## src/rtl/station_cmd_ctrl.sv

```systemverilog
// -----------------------------------------------------------------------------
// station_cmd_ctrl
//
// Purpose:
//   Consumes GO-to-station / STOP commands from the command link and station
//   IDs from the barcode reader. While in transit it drives o_go (gated by
//   i_OK2Move). It halts and pulses o_send_resp on arrival at the latched
//   destination or on STOP. A piezo is driven at a fixed rate while in transit
//   but blocked by an obstacle.
//
// Ports:
//   i_clk          system clock, all state on posedge
//   i_rst_n        asynchronous active-low reset
//   i_cmd[15:0]    command word, valid while i_cmd_rdy=1
//                  [15:14] op: 01=GO, 00=STOP, 1x=ignored; [5:0] destination
//   i_cmd_rdy      command present, held until o_clr_cmd_rdy is seen
//   o_clr_cmd_rdy  1-cycle pulse: command consumed
//   i_ID[7:0]      station ID, valid while i_ID_vld=1
//   i_ID_vld       station ID present, held until o_clr_ID_vld is seen
//   o_clr_ID_vld   1-cycle pulse: station ID consumed
//   i_OK2Move      1 = path clear, 0 = obstacle
//   o_go           motion core may drive forward
//   o_send_resp    1-cycle pulse: acknowledge to host (arrived or stopped)
//   o_buzz         piezo drive
//   o_buzz_n       complement of o_buzz
//
// Parameter:
//   BUZZ_HALF      clk cycles per buzzer half-period (>= 2)
// -----------------------------------------------------------------------------
module station_cmd_ctrl #(
   parameter int BUZZ_HALF = 12500
) (
   input  logic        i_clk,
   input  logic        i_rst_n,
   input  logic [15:0] i_cmd,
   input  logic        i_cmd_rdy,
   output logic        o_clr_cmd_rdy,
   input  logic [7:0]  i_ID,
   input  logic        i_ID_vld,
   output logic        o_clr_ID_vld,
   input  logic        i_OK2Move,
   output logic        o_go,
   output logic        o_send_resp,
   output logic        o_buzz,
   output logic        o_buzz_n
);

   localparam int                CNT_W  = (BUZZ_HALF > 1) ? $clog2(BUZZ_HALF) : 1;
   localparam logic [CNT_W-1:0]  CNT_TC = CNT_W'(BUZZ_HALF - 1);

   typedef enum logic {
      IDLE   = 1'b0,
      MOVING = 1'b1
   } state_t;

   state_t           r_state;
   state_t           w_state_nxt;
   logic [5:0]       r_dest;
   logic [5:0]       w_dest_nxt;
   logic             r_in_transit;
   logic             w_in_transit_nxt;
   logic [CNT_W-1:0] r_buzz_cnt;
   logic             r_buzz;

   logic [1:0]       w_op;
   logic             w_is_go;
   logic             w_is_stop;
   logic             w_id_match;
   logic             w_buzz_en;
   logic             w_unused_cmd_bits;

   assign w_op      = i_cmd[15:14];
   assign w_is_go   = (w_op == 2'b01);
   assign w_is_stop = (w_op == 2'b00);

   // Station IDs above 63 can never match a 6-bit destination.
   assign w_id_match = (i_ID[7:6] == 2'b00) && (i_ID[5:0] == r_dest);

   // Middle command bits carry no meaning for this block.
   assign w_unused_cmd_bits = ^i_cmd[13:6];

   // State / destination / transit flag
   always_ff @(posedge i_clk or negedge i_rst_n) begin
      if (!i_rst_n) begin
         r_state      <= IDLE;
         r_dest       <= 6'h00;
         r_in_transit <= 1'b0;
      end else begin
         r_state      <= w_state_nxt;
         r_dest       <= w_dest_nxt;
         r_in_transit <= w_in_transit_nxt;
      end
   end

   // Next state and handshake outputs. A command always wins over a pending
   // station ID; the ID stays asserted upstream and is taken on a later cycle.
   always_comb begin
      w_state_nxt      = r_state;
      w_dest_nxt       = r_dest;
      w_in_transit_nxt = r_in_transit;
      o_clr_cmd_rdy    = 1'b0;
      o_clr_ID_vld     = 1'b0;
      o_send_resp      = 1'b0;

      case (r_state)
         IDLE: begin
            if (i_cmd_rdy) begin
               o_clr_cmd_rdy = 1'b1;
               if (w_is_go) begin
                  w_dest_nxt       = i_cmd[5:0];
                  w_in_transit_nxt = 1'b1;
                  w_state_nxt      = MOVING;
               end
            end else if (i_ID_vld) begin
               o_clr_ID_vld = 1'b1;
            end
         end

         MOVING: begin
            if (i_cmd_rdy) begin
               o_clr_cmd_rdy = 1'b1;
               if (w_is_go) begin
                  w_dest_nxt = i_cmd[5:0];
               end else if (w_is_stop) begin
                  o_send_resp      = 1'b1;
                  w_in_transit_nxt = 1'b0;
                  w_state_nxt      = IDLE;
               end
            end else if (i_ID_vld) begin
               o_clr_ID_vld = 1'b1;
               if (w_id_match) begin
                  o_send_resp      = 1'b1;
                  w_in_transit_nxt = 1'b0;
                  w_state_nxt      = IDLE;
               end
            end
         end

         default: begin
            w_state_nxt      = IDLE;
            w_in_transit_nxt = 1'b0;
         end
      endcase
   end

   assign o_go = r_in_transit & i_OK2Move;

   // Buzzer: toggles every BUZZ_HALF enabled cycles, parks low when disabled.
   assign w_buzz_en = r_in_transit & ~i_OK2Move;

   always_ff @(posedge i_clk or negedge i_rst_n) begin
      if (!i_rst_n) begin
         r_buzz_cnt <= '0;
         r_buzz     <= 1'b0;
      end else if (!w_buzz_en) begin
         r_buzz_cnt <= '0;
         r_buzz     <= 1'b0;
      end else if (r_buzz_cnt == CNT_TC) begin
         r_buzz_cnt <= '0;
         r_buzz     <= ~r_buzz;
      end else begin
         r_buzz_cnt <= r_buzz_cnt + CNT_W'(1);
      end
   end

   assign o_buzz   = r_buzz;
   assign o_buzz_n = ~r_buzz;

endmodule

```

## config.mk

```make
export PLATFORM = sky130hd
export DESIGN_NAME = station_cmd_ctrl
export DESIGN_NICKNAME = d
export VERILOG_FILES = /design/src/rtl/station_cmd_ctrl.sv
export SDC_FILE = /design/constraint.sdc
export NUM_CORES = 1
export LEC_CHECK = 0
export ABC_AREA = 1
export BUFFER_PORTS_ARGS = -buffer_cell sky130_fd_sc_hd__buf_2
export CELL_PAD_IN_SITES_DETAIL_PLACEMENT = 1
export CELL_PAD_IN_SITES_GLOBAL_PLACEMENT = 2
export CORE_UTILIZATION = 28
export DETAILED_ROUTE_END_ITERATION = 10
export GPL_ROUTABILITY_DRIVEN = 0
export MAX_ROUTING_LAYER = met4
export PLACE_DENSITY_LB_ADDON = 0.1
export SLEW_MARGIN = 20
export SYNTH_ARGS = -nofsm -noshare
export SYNTH_HDL_FRONTEND = slang
export SYNTH_SLANG_ARGS = --single-unit
```

## constraint.sdc

```tcl
create_clock -name i_clk -period 1.4 [get_ports i_clk]
set_input_delay 0.21 -clock i_clk [delete_from_list [all_inputs] [get_ports i_clk]]
set_output_delay 0.21 -clock i_clk [all_outputs]
set_load 0.005 [all_outputs]
```

== After elaboration in Yosys (flattened, before gate mapping) ==
Cells that the tools add are included.

* Div/mod/pow operators: 0
* Shifts and indexed selects: 0
* Add/subtract/negate cells: 1
* Bitwise logic cells: 5
* Equality and inequality tests: 10
* Multiply operators: 0
* Muxes and demuxes: 31
* Reduce and logical (&&, ||, !) cells: 5
* Order comparisons: 0

{| class="wikitable"
|+ Operators with widths
! operator !! number
|-
| 14-bit 2-to-1 mux || 2
|-
| 1-bit 2-to-1 mux || 25
|-
| 14-bit by 1-bit adder with 14-bit output (second input constant) || 1
|-
| 14-bit equality test (second input constant) || 1
|-
| 6-bit 2-to-1 mux || 2
|-
| 6-bit equality test || 1
|-
| 3-bit by 2-bit != test with 1-bit output (second input constant) || 2
|-
| 3-bit != test (second input constant) || 2
|-
| 6-bit AND reduction || 1
|-
| 2-bit zero test || 2
|-
| 2-bit != test (second input constant) || 2
|-
| 1-bit case mux with 2 select lines || 2
|-
| 1-bit NOT || 3
|-
| 1-bit bitwise AND || 2
|-
| 2-bit by 1-bit equality test with 1-bit output (second input constant) || 1
|-
| 2-bit by 1-bit != test with 1-bit output (second input constant) || 1
|-
| 2-bit AND reduction || 1
|-
| 1-bit logical AND || 1
|}

* Memories: 0
* RAM bits: 0
* Output and inout bits: 6
* Latch bits: 0
* Bits in read-only memories: 0
* Flip-flop bits (word level): 23
* Logic and storage cells: 57
* Input bits: 29

== Longest topological paths before layout ==
* Word-level depth: 6
* Gate-level depth with buffers: 9
* Depth with buffers taken out: 9

== Worst setup path before layout ==
No wires, ideal clock.

* Path type: flip-flop to flip-flop
* Start: register r_buzz_cnt[0]
* End: register r_buzz_cnt[10]
* Period minus slack after synthesis: 1279 ps
* Cell stages (with the launch flop): 9
* Slack: 121 ps
* Arrival time: 1160 ps
* Cell sequence: dfrtp_1 > ha_1 > nand3_2 > nor2_4 > nand2_2 > nor2_4 > inv_2 > o21ai_1 > nor2_1

* Cells in the longest elaborated chain, start to end: 3
* Elaborated cells on any way between the ends: 4

{| class="wikitable"
|+ Ends and longest elaborated chain
! element !! RTL line !! text
|-
| from (decl) || 62 || <nowiki>logic [CNT_W-1:0] r_buzz_cnt;</nowiki>
|-
| from (signal assigned) || 162 || <nowiki>r_buzz_cnt <= r_buzz_cnt + CNT_W'(1);</nowiki>
|-
| 14-bit by 1-bit adder with 14-bit output or 14-bit equality test (tied branches) || 162, 158 ||
|-
| 14-bit 2-to-1 mux * || 158 || <nowiki>end else if (r_buzz_cnt == CNT_TC) begin</nowiki>
|-
| 14-bit 2-to-1 mux * || 155 || <nowiki>end else if (!w_buzz_en) begin</nowiki>
|}

Mark *: on every way between the ends. The rest lies on a longest branch, timed or not.
A chain may end at the register's enable or synchronous reset.

== Final worst setup path ==
* Start: register r_dest[4]
* End: output port o_send_resp

* Cells in the longest elaborated chain, start to end: 6

{| class="wikitable"
|+ Ends and longest elaborated chain
! element !! RTL line !! text
|-
| from (decl) || 58 || <nowiki>logic [5:0] r_dest;</nowiki>
|-
| from (signal assigned) || 90 || <nowiki>r_dest <= w_dest_nxt;</nowiki>
|-
| 6-bit equality test || 77 || <nowiki>assign w_id_match = (i_ID[7:6] == 2'b00) && (i_ID[5:0] == r_dest);</nowiki>
|-
| 1-bit logical AND || 77 ||
|-
| 1-bit 2-to-1 mux || 131 || <nowiki>if (w_id_match) begin</nowiki>
|-
| 1-bit 2-to-1 mux || 129 || <nowiki>end else if (i_ID_vld) begin</nowiki>
|-
| 1-bit 2-to-1 mux || 120 || <nowiki>if (i_cmd_rdy) begin</nowiki>
|-
| 1-bit 2-to-1 mux || 105 || <nowiki>case (r_state)</nowiki>
|-
| to (decl) || 43 || <nowiki>output logic o_send_resp,</nowiki>
|}

No other way between the ends.

==> out/qor.txt <==
ant diodes: 0
Post-Syn Nets: 214
Final period util: 107%
mapped cell area: 1320 µm²
worst slack, placed: -37.8 ps
core area: 4440 µm²
Tmin final: 1500 ps
post-layout worst setup margin: -99.9 ps
clock latency on the worst-skew pair: 270 ps
port bufs: 26
average cell area after synthesis: 7.15 µm²
Final Max Tran Viols: 0
Netlist cell types: 25
critical path class: flip-flop to output pin
root buffer cell: clkbuf_8
CTS tree: yes
Congestion Overflow GR: 0
hold_sp: i_cmd[4]
RSZ-0062 raised after global routing: yes
Worst VDD drop: 296 µV
area taken by multi-input logic gates: 646 µm²
vias in the first global route: 1327
Post-synth EDFFs: 0
Setup-failing EPs final: 2
I/O pin total: 35
via count: 1261
Max Freq: 667 MHz
synthesis-to-layout area growth: 29.5%
dpl cells: 266
initial antenna violation count: 0
ys async rst share: 100%
DRC Markers: 0
FP Rows: 24
Slew @ Worst Pin: 563 ps
Hold WC Path Type: input pin to flip-flop
Register Area: 578 µm²
first-pass GRT wire length: 5840 µm
post-detail-place hpwl: 2620 µm
ranking of synthesized cells by area: dfrtp_1 (44%), nand2_1 (14%), nor2_1 (8.8%)
DR WL/cell: 12.2 µm
register bit total from synthesis: 23
GRT Util Overall: 15.3%
final std cells w/o fill: 278
fillers: 573
clock sinks: 23
leak pwr: 0.848 nW
crit path launch: r_dest[4]
H-tree depth: 1
Initial DRC Count: 17
Via-to-Cell Ratio: 4.54
layout cells sized above 1: 30.5%
Num CTS Buffers: 3
Setup crit end kind: output pin
Net count, final: 257
die area: 4970 µm²
worst-path fanout max: 2
Die Wd: 70.5 µm
Die Ht: 70.5 µm
share of Yosys cell area claimed by the top area cell type: 43.8%
top_reg_cell synth: dfrtp_1
Post-Syn Instances: 184
Clock Skews: 3.72 ps
Worst R2R Start: r_buzz_cnt[0]
DRT Pass-1 Iters: 2
Post-Route WL: 3410 µm
Antenna Nets Post-Route: 0
Power Density: 832 nW/µm²
Ys Warns: 0
violated checks: negative setup slack
Seq/Total Area, Yosys: 43.8%
worst-case clock buffer depth: 2
Initial Util: 29.6%
final hold violations: 0
largest area contributor in the netlist: dfrtp_1
Clock transition at path regs: 90 ps
relative slew slack: 62.4%
Max Cap Violations: 0
data arrival time of the worst path: 1290 ps
crit start category: flip-flop
status: finished with violations
WP data required: 1190 ps
largest net degree at the start of global routing: 24
placed cells by master, fill, tap and decap left out, types with 2 or more instances in the layout:
| cell type | count |
|---|---|
| nand3_1 | 5 |
| dfrtp_2 | 2 |
| o21ai_2 | 2 |
| inv_2 | 6 |
| clkbuf_8 | 3 |
| o21ai_1 | 3 |
| nand2_2 | 2 |
| buf_2 | 26 |
| inv_1 | 29 |
| nor3_1 | 2 |
| buf_4 | 13 |
| nand2_1 | 48 |
| a21oi_1 | 3 |
| nor2_4 | 5 |
| o21ai_0 | 6 |
| dfrtp_1 | 21 |
| nor3_2 | 2 |
| nor2_1 | 31 |
| nand3_2 | 3 |
| nand4_1 | 3 |
worst max-delay path, cell delays in order, from the launching register on:
cell and delay (ps):
dfrtp_1 380, inv_2 40, nand2_1 50, nand2_1 40, nor2_1 90, nand2_1 80, nor2_1 90, nand2_1 50
nand2_1 80, buf_2 110
per-layer routing:
metal / routed length (µm) / part of all wire [%] / up-vias / track usage [%]
met5: 0 / 0 / - / -
met4: 37 / 1.1 / 0 / 4.00
li1: - / - / 639 / -
met3: 62 / 1.8 / 4 / 2.14
met2: 1880 / 55 / 14 / 29.1
met1: 1420 / 42 / 604 / 16.6
report_power, final:
part,switching (mW),internal [mW]
registers,0.0298,0.708
clock network,0.241,0.204
logic,0.136,0.0974
kinds of logic (layout without fill, tap and decap cells):
family                     after synthesis  count (layout)  share of synthesized area (%)
AOI/OAI and AO/OA                       16              16                           7.04
xor gates and xnor gates                 3               3                           2.00
adders and majority gates                1               1                          0.951
buffers and inverters                   37              79                           10.8
DFF                                     23              23                           43.8
and+or+nand+nor                        104             104                           35.4
state kept, by name, indices dropped and copies added (netlist names):
signal	flops
r_buzz_cnt	14
r_dest	6
o_buzz	1
r_in_transit	1
r_state	1
final timing paths:
| check | depth (start not counted) | slack [ps] | endpoint |
|---|---|---|---|
| worst max-delay path | 9 | -100 | o_send_resp |
| worst min-delay path | 3 | 140 | r_dest[4] |
| worst max register to register | 9 | -20 | r_buzz_cnt[10] |
| worst min register to register | 2 | 500 | r_in_transit |
| max in group asynchronous | 2 | 540 | r_buzz_cnt[8] |
| min in group asynchronous | 2 | 450 | r_buzz_cnt[0] |
cell usage after synthesis (2+ instances only):
cell type / n
dfrtp_1: 23
xnor2_1: 2
inv_1: 30
nor2_2: 3
nor3_1: 3
nand3_1: 7
nor2_1: 31
o21ai_0: 6
nor2_4: 3
a21oi_1: 3
nand4_1: 3
nand3_2: 2
inv_2: 5
nand2_1: 49
o21ai_1: 4
timing repair:
action                                  in CTS  in global routing
endpoints found under the setup margin       6                  8
resized for setup                            2                 11
setup buffers                                4                  3
pin swaps                                    2                  5
endpoints found under the hold margin       23                  0
hold buffers                                 1                  0
area by class of cell:
cell class,count,area share [%]
inverter,35,7.71
multi-input combinational,124,37.9
clock buffer,4,2.65
tap,52,3.82
sequential,23,33.9
timing repair buffer,40,14.0
stage by stage:
stage	power, mW	setup TNS (ps)	area (µm²)	util, %	hold WS, ps
finish	1.42	-121	1700	38.3	144
global route	1.50	-534	1700	38.3	151
CTS	1.43	-153	1630	36.7	146
detailed placement	0.976	-60.7	1540	34.7	239
global placement	0.960	0	1540	34.7	236
floorplan	0.878	0	1320	-	-85.6
Note: power is estimated with default switching activity, not from simulation.
